## src/rtl/uart_pkg.sv

```systemverilog
// uart_pkg: constants, receiver state encoding and a constant-evaluable
// ceil(log2) used by the serial receiver and its output FIFO.
package uart_pkg;

    // Parity mode selectors for the receiver's PARITY_MODE parameter.
    localparam int PAR_NONE = 0;
    localparam int PAR_ODD  = 1;
    localparam int PAR_EVEN = 2;

    // Receiver states. IDLE must stay at the reset encoding.
    typedef enum logic [2:0] {
        IDLE      = 3'd0,
        START     = 3'd1,
        DATA      = 3'd2,
        PARITY    = 3'd3,
        STOP      = 3'd4,
        WAIT_IDLE = 3'd5
    } rx_state_e;

    // ceil(log2(value)); returns 0 for value <= 1.
    function automatic int clog2(input int value);
        int r;
        int v;
        r = 0;
        v = value - 1;
        while (v > 0) begin
            r = r + 1;
            v = v >> 1;
        end
        return r;
    endfunction

endpackage

```

## src/rtl/sync_fifo.sv

```systemverilog
// sync_fifo: first-word-fall-through FIFO.
//   clock, reset     : system clock, asynchronous active-high reset
//   push_i/push_data_i: write request and word
//   pop_i            : remove head entry (ignored when empty)
//   head_o           : head entry, combinational from storage
//   valid_o          : FIFO not empty
//   overrun_o        : push dropped because full and no simultaneous pop
// Pointers carry one extra wrap bit so full and empty are distinguishable
// without a separate occupancy counter.
module sync_fifo
    import uart_pkg::*;
#(
    parameter int WIDTH = 10,
    parameter int DEPTH = 4
) (
    input  logic             clock,
    input  logic             reset,
    input  logic             push_i,
    input  logic [WIDTH-1:0] push_data_i,
    input  logic             pop_i,
    output logic [WIDTH-1:0] head_o,
    output logic             valid_o,
    output logic             overrun_o
);

    localparam int ADDR_W = (clog2(DEPTH) < 1) ? 1 : clog2(DEPTH);

    logic [ADDR_W:0]  wr_ptr_q, wr_ptr_d;
    logic [ADDR_W:0]  rd_ptr_q, rd_ptr_d;
    logic [WIDTH-1:0] mem_q [DEPTH];

    logic empty;
    logic full;
    logic pop_ok;
    logic push_ok;

    assign empty = (wr_ptr_q == rd_ptr_q);
    assign full  = (wr_ptr_q[ADDR_W] != rd_ptr_q[ADDR_W]) &&
                   (wr_ptr_q[ADDR_W-1:0] == rd_ptr_q[ADDR_W-1:0]);

    // A pop in the same cycle frees a slot, so a push into a full FIFO
    // is still accepted when it coincides with a read.
    assign pop_ok  = pop_i & ~empty;
    assign push_ok = push_i & (~full | pop_ok);

    assign rd_ptr_d = rd_ptr_q + {{ADDR_W{1'b0}}, pop_ok};
    assign wr_ptr_d = wr_ptr_q + {{ADDR_W{1'b0}}, push_ok};

    always_ff @(posedge clock or posedge reset) begin
        if (reset) begin
            wr_ptr_q <= '0;
            rd_ptr_q <= '0;
        end else begin
            wr_ptr_q <= wr_ptr_d;
            rd_ptr_q <= rd_ptr_d;
        end
    end

    // Storage is reset so the head reads as zero straight out of reset.
    generate
        for (genvar gi = 0; gi < DEPTH; gi++) begin : g_entry
            always_ff @(posedge clock or posedge reset) begin
                if (reset) begin
                    mem_q[gi] <= '0;
                end else if (push_ok && (wr_ptr_q[ADDR_W-1:0] == ADDR_W'(gi))) begin
                    mem_q[gi] <= push_data_i;
                end
            end
        end
    endgenerate

    assign head_o    = mem_q[rd_ptr_q[ADDR_W-1:0]];
    assign valid_o   = ~empty;
    assign overrun_o = push_i & full & ~pop_ok;

endmodule

```

## src/rtl/uart_rx_fifo.sv

```systemverilog
// uart_rx_fifo: oversampled serial receiver with parity/framing checks and
// a FWFT output FIFO.
//   clock, reset   : system clock, asynchronous active-high reset
//   rxd            : serial line (idle high, asynchronous)
//   rd_en          : pop head entry, ignored when valid = 0
//   data           : head entry data bits
//   parity_error   : head entry parity mismatch
//   framing_error  : head entry had a stop bit sampled low
//   valid          : FIFO not empty
//   overrun        : one-cycle pulse when a completed frame is dropped
//   busy           : receiver not in IDLE
module uart_rx_fifo
    import uart_pkg::*;
#(
    parameter int BAUD_RATE   = 9600,
    parameter int CLOCK_HZ    = 50_000_000,
    parameter int N_BITS      = 8,
    parameter int PARITY_MODE = 1,
    parameter int STOP_BITS   = 1,
    parameter int OVERSAMPLE  = 16,
    parameter int FIFO_DEPTH  = 4
) (
    input  logic              clock,
    input  logic              reset,
    input  logic              rxd,
    input  logic              rd_en,
    output logic [N_BITS-1:0] data,
    output logic              parity_error,
    output logic              framing_error,
    output logic              valid,
    output logic              overrun,
    output logic              busy
);

    localparam int DIV_RAW = CLOCK_HZ / (BAUD_RATE * OVERSAMPLE);
    localparam int DIV     = (DIV_RAW < 1) ? 1 : DIV_RAW;
    localparam int DIV_W   = (clog2(DIV) < 1) ? 1 : clog2(DIV);
    localparam int SC_W    = clog2(OVERSAMPLE);
    localparam int BC_W    = clog2(N_BITS);
    localparam int FW      = N_BITS + 2;

    localparam logic [DIV_W-1:0] DIV_LAST = DIV_W'(DIV - 1);
    localparam logic [SC_W-1:0]  SC_A     = SC_W'(OVERSAMPLE / 2 - 1);
    localparam logic [SC_W-1:0]  SC_B     = SC_W'(OVERSAMPLE / 2);
    localparam logic [SC_W-1:0]  SC_C     = SC_W'(OVERSAMPLE / 2 + 1);
    localparam logic [SC_W-1:0]  SC_LAST  = SC_W'(OVERSAMPLE - 1);
    localparam logic [BC_W-1:0]  BC_LAST  = BC_W'(N_BITS - 1);
    localparam logic             STOP_LAST = 1'(STOP_BITS - 1);

    // ---------------- synchroniser ----------------
    logic sync1_q;
    logic rs_q;

    always_ff @(posedge clock or posedge reset) begin
        if (reset) begin
            sync1_q <= 1'b1;
            rs_q    <= 1'b1;
        end else begin
            sync1_q <= rxd;
            rs_q    <= sync1_q;
        end
    end

    // ---------------- state registers ----------------
    rx_state_e         state_q, state_d;
    logic [N_BITS-1:0] shift_q, shift_d;
    logic [BC_W-1:0]   bc_q, bc_d;
    logic              stop_cnt_q, stop_cnt_d;
    logic              pe_q, pe_d;
    logic              fe_q, fe_d;
    logic              armed_q, armed_d;
    logic              push_q, push_d;

    logic [DIV_W-1:0]  div_q;
    logic [SC_W-1:0]   sc_q;
    logic              samp_a_q;
    logic              samp_b_q;

    logic tick;
    logic start_entry;
    logic bit_point;
    logic maj;
    logic fe_now;

    assign tick        = (div_q == DIV_LAST);
    // Falling edge seen in IDLE: realign tick and sample counters to it.
    assign start_entry = (state_q == IDLE) && !rs_q;
    assign bit_point   = tick && (sc_q == SC_C);
    // Third vote is the live sample taken at the bit point itself.
    assign maj         = (samp_a_q & samp_b_q) | (samp_a_q & rs_q) | (samp_b_q & rs_q);
    assign fe_now      = fe_q | ~maj;

    // ---------------- tick / sample counters ----------------
    always_ff @(posedge clock or posedge reset) begin
        if (reset) begin
            div_q    <= '0;
            sc_q     <= '0;
            samp_a_q <= 1'b1;
            samp_b_q <= 1'b1;
        end else begin
            if (start_entry || tick) begin
                div_q <= '0;
            end else begin
                div_q <= div_q + 1'b1;
            end

            if (start_entry) begin
                sc_q <= '0;
            end else if (tick) begin
                sc_q <= (sc_q == SC_LAST) ? '0 : sc_q + 1'b1;
            end

            if (tick && (sc_q == SC_A)) begin
                samp_a_q <= rs_q;
            end
            if (tick && (sc_q == SC_B)) begin
                samp_b_q <= rs_q;
            end
        end
    end

    // ---------------- receive FSM ----------------
    always_comb begin
        state_d    = state_q;
        shift_d    = shift_q;
        bc_d       = bc_q;
        stop_cnt_d = stop_cnt_q;
        pe_d       = pe_q;
        fe_d       = fe_q;
        armed_d    = armed_q;
        push_d     = 1'b0;

        case (state_q)
            IDLE: begin
                if (!rs_q) begin
                    state_d    = START;
                    bc_d       = '0;
                    stop_cnt_d = 1'b0;
                    pe_d       = 1'b0;
                    fe_d       = 1'b0;
                end
            end

            START: begin
                if (bit_point) begin
                    state_d = maj ? IDLE : DATA;
                end
            end

            DATA: begin
                if (bit_point) begin
                    shift_d = {maj, shift_q[N_BITS-1:1]};
                    if (bc_q == BC_LAST) begin
                        bc_d    = '0;
                        state_d = (PARITY_MODE == PAR_NONE) ? STOP : PARITY;
                    end else begin
                        bc_d = bc_q + 1'b1;
                    end
                end
            end

            PARITY: begin
                if (bit_point) begin
                    if (PARITY_MODE == PAR_ODD) begin
                        pe_d = ~(^shift_q ^ maj);
                    end else begin
                        pe_d = ^shift_q ^ maj;
                    end
                    state_d = STOP;
                end
            end

            STOP: begin
                if (bit_point) begin
                    fe_d = fe_now;
                    if (stop_cnt_q == STOP_LAST) begin
                        // Leave at mid-stop for half a bit of resync margin.
                        push_d  = 1'b1;
                        armed_d = 1'b0;
                        state_d = fe_now ? WAIT_IDLE : IDLE;
                    end else begin
                        stop_cnt_d = stop_cnt_q + 1'b1;
                    end
                end
            end

            WAIT_IDLE: begin
                // Require the line high across a whole tick interval so a
                // held-low break yields a single frame only.
                if (!rs_q) begin
                    armed_d = 1'b0;
                end else if (tick) begin
                    if (armed_q) begin
                        state_d = IDLE;
                    end else begin
                        armed_d = 1'b1;
                    end
                end
            end

            default: state_d = IDLE;
        endcase
    end

    always_ff @(posedge clock or posedge reset) begin
        if (reset) begin
            state_q    <= IDLE;
            shift_q    <= '0;
            bc_q       <= '0;
            stop_cnt_q <= 1'b0;
            pe_q       <= 1'b0;
            fe_q       <= 1'b0;
            armed_q    <= 1'b0;
            push_q     <= 1'b0;
        end else begin
            state_q    <= state_d;
            shift_q    <= shift_d;
            bc_q       <= bc_d;
            stop_cnt_q <= stop_cnt_d;
            pe_q       <= pe_d;
            fe_q       <= fe_d;
            armed_q    <= armed_d;
            push_q     <= push_d;
        end
    end

    // ---------------- output FIFO ----------------
    logic [FW-1:0] head;

    sync_fifo #(
        .WIDTH (FW),
        .DEPTH (FIFO_DEPTH)
    ) u_fifo (
        .clock       (clock),
        .reset       (reset),
        .push_i      (push_q),
        .push_data_i ({shift_q, pe_q, fe_q}),
        .pop_i       (rd_en),
        .head_o      (head),
        .valid_o     (valid),
        .overrun_o   (overrun)
    );

    assign data          = head[FW-1:2];
    assign parity_error  = head[1];
    assign framing_error = head[0];
    assign busy          = (state_q != IDLE);

endmodule
```

## config.mk

```make
export PLATFORM = sky130hd
export DESIGN_NAME = uart_rx_fifo
export DESIGN_NICKNAME = d
export VERILOG_FILES = /design/src/rtl/uart_pkg.sv /design/src/rtl/sync_fifo.sv /design/src/rtl/uart_rx_fifo.sv
export SDC_FILE = /design/constraint.sdc
export NUM_CORES = 1
export LEC_CHECK = 0
export ABC_CLOCK_PERIOD_IN_PS = 4000
export BUFFER_PORTS_ARGS = -buffer_cell sky130_fd_sc_hd__buf_2
export CORE_ASPECT_RATIO = 0.7
export CORE_MARGIN = 8
export CORE_UTILIZATION = 54
export CTS_BUF_LIST = sky130_fd_sc_hd__clkbuf_8
export DETAILED_ROUTE_END_ITERATION = 10
export HOLD_SLACK_MARGIN = 0.08
export PLACE_DENSITY = 0.71
export SLEW_MARGIN = 20
export SYNTH_ARGS = -nofsm -noshare
export SYNTH_HDL_FRONTEND = slang
export SYNTH_SLANG_ARGS = --single-unit
```

## constraint.sdc

```tcl
create_clock -name clock -period 4 [get_ports clock]
set_input_delay 0.2 -clock clock [delete_from_list [all_inputs] [get_ports clock]]
set_output_delay 0.2 -clock clock [all_outputs]
set_load 0.01 [all_outputs]
```

# Yosys cells after proc, flatten, opt, wreduce, memory -nomap -nowiden

Cells that the tools add are included.

Multiplexer cells: 40
Reductions and logical operators: 26
Equality and inequality tests: 28
Add/subtract/negate cells: 6
$lt $le $gt $ge: 1
Bitwise operators: 18

Operator list:

| operator                                                               | count |
|---|---|
| 3-bit 2-to-1 mux                                                       | 14 |
| 10-bit binary-select mux with 2-bit select                             | 1 |
| 10-bit 2-to-1 mux                                                      | 2 |
| 2-bit != test (second input constant)                                  | 10 |
| 3-bit case mux with 6 select lines                                     | 1 |
| 4-bit equality test (second input constant)                            | 3 |
| 1-bit 2-to-1 mux                                                       | 12 |
| 4-bit 2-to-1 mux                                                       | 3 |
| 10-bit AND reduction                                                   | 1 |
| 2-bit nonzero test                                                     | 5 |
| 9-bit by 1-bit adder with 9-bit output (second input constant)         | 1 |
| 3-bit equality test (second input constant)                            | 3 |
| 9-bit equality test (second input constant)                            | 1 |
| 1-bit logical AND                                                      | 9 |
| 9-bit 2-to-1 mux                                                       | 1 |
| 3-bit AND reduction                                                    | 3 |
| 1-bit case mux with 2 select lines                                     | 4 |
| 8-bit parity                                                           | 1 |
| 1-bit bitwise AND                                                      | 7 |
| 3-bit by 1-bit adder with 3-bit output                                 | 2 |
| 3-bit by 2-bit equality test with 1-bit output (second input constant) | 2 |
| 3-bit case mux with 2 select lines                                     | 1 |
| 1-bit NOT                                                              | 5 |
| 4-bit by 1-bit adder with 4-bit output (second input constant)         | 1 |
| other kinds (22)                                                       | 26 |

Register bits: 82

# Longest topological paths before layout

Depth after elaboration: 9
Gate-level depth with buffers: 8
Mapped depth without buffers: 7

# By module

A second synthesis with hierarchy kept.

Cell total of the unflattened synthesis: 288
Area total of the unflattened synthesis: 3,907.5 um2

Modules (own cells, without submodules):

| module       | instances | cells an instance | area an instance (um2) |
|---|---|---|---|
| sync_fifo    | 1         | 123               | 2,134.5 |
| uart_rx_fifo | 1         | 165               | 1,773.0 |

# Worst setup path after synthesis

OpenSTA, ideal clock, no wires.

Kind: reg-to-reg
From: register rs_q
To: register state_q[0]
Arrival: 1,734 ps
Data required time: 3,871 ps
Path slack: 2,136 ps
Clock period less this slack: 1,864 ps
Cell stages (with the launch flop): 6
Library setup time: 129 ps
Cell sequence: dfstp_2 -> clkbuf_1 -> nor2_1 -> a2111oi_0 -> o21bai_1 -> o41a_1

Longest elaborated chain between the ends: 9
Elaborated cells on any way between the ends: 13
Those cells by class: eq/ne: 2; mux: 4; bitwise: 6; reduce/logical: 1

Ends and longest elaborated chain:

| what                               | RTL line            | text |
|---|---|---|
| start, declared                    | uart_rx_fifo.sv:52  | `logic rs_q;` |
| start signal, assigned             | uart_rx_fifo.sv:60  | `rs_q <= sync1_q;` |
| 1-bit bitwise AND                  | uart_rx_fifo.sv:90  | `assign maj = (samp_a_q & samp_b_q) \| (samp_a_q & rs_q) \| (samp_b_q & rs_q);` |
| 1-bit OR (2 in a row)              | uart_rx_fifo.sv:90  |  |
| 1-bit NOT                          | uart_rx_fifo.sv:91  | `assign fe_now = fe_q \| ~maj;` |
| 1-bit OR                           | uart_rx_fifo.sv:91  |  |
| 3-bit 2-to-1 mux                   | uart_rx_fifo.sv:180 | `state_d = fe_now ? WAIT_IDLE : IDLE;` |
| 3-bit 2-to-1 mux                   | uart_rx_fifo.sv:176 | `if (stop_cnt_q == STOP_LAST) begin` |
| 3-bit 2-to-1 mux                   | uart_rx_fifo.sv:174 | `if (bit_point) begin` |
| 3-bit case mux with 6 select lines | uart_rx_fifo.sv:133 | `case (state_q)` |
| end signal, assigned               | uart_rx_fifo.sv:216 | `state_q <= state_d;` |
| end, declared                      | uart_rx_fifo.sv:65  | `rx_state_e state_q, state_d;` |

Several ways; a longest one is shown, not always the timed one. The select of a mux whose other input is x is not followed.
A chain may end at the register's enable or synchronous reset.

# Final worst setup path

From: register u_fifo.rd_ptr_q[1]
To: register u_fifo.mem_q[7] (netlist bit)

Longest elaborated chain between the ends: 6
Elaborated cells on any way between the ends: 9
Those cells by class: eq/ne: 2; bitwise: 5; reduce/logical: 2

Ends and longest elaborated chain:

| what                                                              | RTL line                         | text |
|---|---|---|
| start, declared                                                   | sync_fifo.sv:29                  | `logic [ADDR_W:0] rd_ptr_q, rd_ptr_d;` |
| start signal, assigned                                            | sync_fifo.sv:55                  | `rd_ptr_q <= rd_ptr_d;` |
| 3-bit equality test / 2-bit equality test (equally long branches) | sync_fifo.sv:37, sync_fifo.sv:39 |  |
| 1-bit NOT / 1-bit logical AND (equally long branches)             | sync_fifo.sv:43, sync_fifo.sv:38 |  |
| 1-bit bitwise AND / 1-bit NOT (equally long branches)             | sync_fifo.sv:43, sync_fifo.sv:44 |  |
| 1-bit OR *                                                        | sync_fifo.sv:44                  | `assign push_ok = push_i & (~full \| pop_ok);` |
| 1-bit bitwise AND *                                               | sync_fifo.sv:44                  |  |
| 1-bit logical AND *                                               | sync_fifo.sv:65                  | `end else if (push_ok && (wr_ptr_q[ADDR_W-1:0] == ADDR_W'(gi))) begin` |
| end signal, assigned by index                                     | sync_fifo.sv:66                  | `mem_q[gi] <= push_data_i;` |
| end, declared                                                     | sync_fifo.sv:30                  | `logic [WIDTH-1:0] mem_q [DEPTH];` |

Every way passes the cells marked *; elsewhere a longest branch is shown, timed or not.

==> impl_metrics.ini <==
[worst_hold_path]
hp-class = primary input to register

[cells_and_area]
fin_util_pct = 60.1
diodes = 0
synthToLayoutAreaGrowth_pct = 10.4
drive_gt1_share_pct = 33.4
fin_cells = 418
nNetsFinal = 330

[power_and_ir_drop]
p_leak_nw = 2.04
powerDensity_nw_per_um2 = 337
vdd_drop_max_uv = 216

[floorplan]
die_x_um = 117
die-area_um2 = 10200
start_util_pct = 54.4
die_h_um = 86.9
core_area_um2 = 7120
ios = 17
row_count = 26

[placed_design]
place_congestion = 0.857
port_buffers = 16
hpwl_um = 4670
dp.cells = 400

[timing]
finalCritPeriodShare_pct = 60.2
setup_viol = 0
tns_ps = 0
finClkSkew_ps = 12.8
drv_slew = 0
tightest_slew_ps = 947
relSlewSlack_pct = 35.3
finalHoldViolations = 0
rsz0062_at_grt = no
holdWs_ps = 239
finalCriticalPeriod_ps = 2410
fmax_ghz = 0.415

[grt]
grt_max_degree = 55
antenna_found_initial = 0
grt_pass1_vias = 2264
grt-ovfl-total = 0
grt_pass1_wl_um = 11800
track_usage_pct = 15.2

[setup_path]
timing.rr.end = u_fifo.mem_q[7]
crit_end = u_fifo.mem_q[7]
ff2ff_path_depth = 5
path_max_fanout = 12
worstReg2RegStart = u_fifo.rd_ptr_q[1]
r2r_slack_ps = 1590
worstSetupStartpoint = u_fifo.rd_ptr_q[1]
worst_ep_required_time_ps = 4230
arrival_ps = 2640
critPathCaptureType = register
startpoint_type = register
critPathKind = register to register

[clock_network]
cts_max_path_buffers = 2
cts.sinks = 81
clkTransAtPathRegs_ps = 90
tritoncts = yes
ctsHtreeMaxLevel = 3
cts_buffers = 9
ctsResizeCount = 0
clk_latency_ps = 350
postCtsSetupBuffers = 0
cts_hold_buffers = 2
root_buffer = clkbuf_8

[route]
drc = 0
routed.top_layer = met4
drt_first_iter_violations = 121
wl_per_cell_um = 16.5
viasPerCell = 5.63
ant_nets = 0
wirelength_um = 6910
wl_met1_um = 3610
met3WireLength_um = 427
vias = 2352
wl_met2_um = 2810
dr.pass1.iters = 5

[yosys]
yosys_warnings = 0
synth_async_sr_flop_share_pct = 100
syn_nets = 310
synth_edf_count = 0
yosys.cell_types.count = 51
ys_ff_latch = 81
yosysTopAreaCell = dfrtp_1
synth_area_um2 = 3880
synth_common_cells = 77 x dfrtp_1, 49 x mux2_2, 19 x nor2_1
ys_seq_area_share_pct = 52.4
synth_area_per_cell_um2 = 13.1
synth_top_cell_area_share_pct = 49.7
yosysMostFrequentCell = dfrtp_1
synth_cells = 295
yosys_most_used_dff = dfrtp_1
synth_area_leaders = dfrtp_1 50%, mux2_2 14%, mux4_2 5.8%

[status]
outcome = complete, no violations

[job]
drv_cap = 0
==> worst min-delay path by stage <==
stage | start | endpoint | depth (start not counted)
6_report | rd_en | u_fifo.rd_ptr_q[0] | 3
3_3_place_gp | rxd | sync1_q | 1
4_1_cts | rd_en | u_fifo.rd_ptr_q[0] | 3
2_1_floorplan | rxd | sync1_q | 0
5_1_grt | rd_en | u_fifo.rd_ptr_q[0] | 3
3_5_place_dp | rxd | sync1_q | 1
==> where the power goes <==
part / switching (mW) / leakage (nW) / internal [mW] / total, mW
sequential: 0.00166 / 1.10 / 0.820 / 0.822
combinational: 0.0169 / 0.844 / 0.00333 / 0.0202
clock: 0.294 / 0.0985 / 0.306 / 0.600
total: 0.313 / 2.04 / 1.13 / 1.44
==> through the flow <==
stage	cell area [um2]	power (mW)	setup slack, ps
floorplan	3880	0.850	1730
global placement	4060	0.858	1670
detailed placement	4060	0.858	1570
CTS	4280	1.46	1570
global route	4280	1.50	1350
finish	4280	1.44	1590
==> worst max-delay path, cell delays in order (launching register included) <==
cell	delay (ps)
dfrtp_1	800
xor2_1	230
o41ai_4	490
inv_1	130
nand3_2	250
mux2_2	380
==> area by class of cell <==
| type | instances | area [um2] |
|---|---|---|
| Clock buffer | 10 | 138 |
| Clock inverter | 6 | 67.6 |
| Fill cell | 562 | 2840 |
| Inverter | 8 | 31.3 |
| Multi-Input combinational cell | 194 | 1770 |
| Sequential cell | 81 | 2030 |
| Tap cell | 98 | 123 |
| Timing Repair Buffer | 21 | 123 |
==> cells in the final DEF, fill, tap and decap left out, drive strengths merged, types with 6 or more instances in the layout <==
cell type  Yosys  final
ha            11     11
a21oi          6      6
nor3           6      6
inv            8      7
xnor2         12     12
nor2          19     19
dfrtp         77     77
nand2         14     14
o21ai          7      7
buf            3     19
clkbuf         9     10
mux4          10     10
xor2           7      7
nand3         10     10
mux2          49     49
==> layer usage <==
layer	track usage (%)	vias to the layer above
met4	3.47	0
met1	22.7	1181
met3	5.61	5
li1	-	1115
met2	20.2	51
met5	0	-
==> cell families (layout without fill, tap and decap cells) <==
logic type | after synthesis | count (layout) | synth area share, %
multiplexers | 61 | 61 | 20.5
flip-flops | 81 | 81 | 52.4
AND/OR/NAND/NOR | 72 | 72 | 10.5
adder cells (fa/ha/maj) | 12 | 12 | 3.81
XOR/XNOR | 20 | 20 | 4.87
AO/OA/AOI/OAI | 29 | 29 | 5.87
buffers and inverters | 20 | 45 | 2.00
==> registers in the layout, summed over array words and instances (netlist names), 3 cells and up <==
name,count
u_fifo.mem_q,40
div_q,9
shift_q,8
sc_q,4
bc_q,3
state_q,3
u_fifo.rd_ptr_q,3
u_fifo.wr_ptr_q,3
Note: power is estimated with default switching activity, not from simulation.
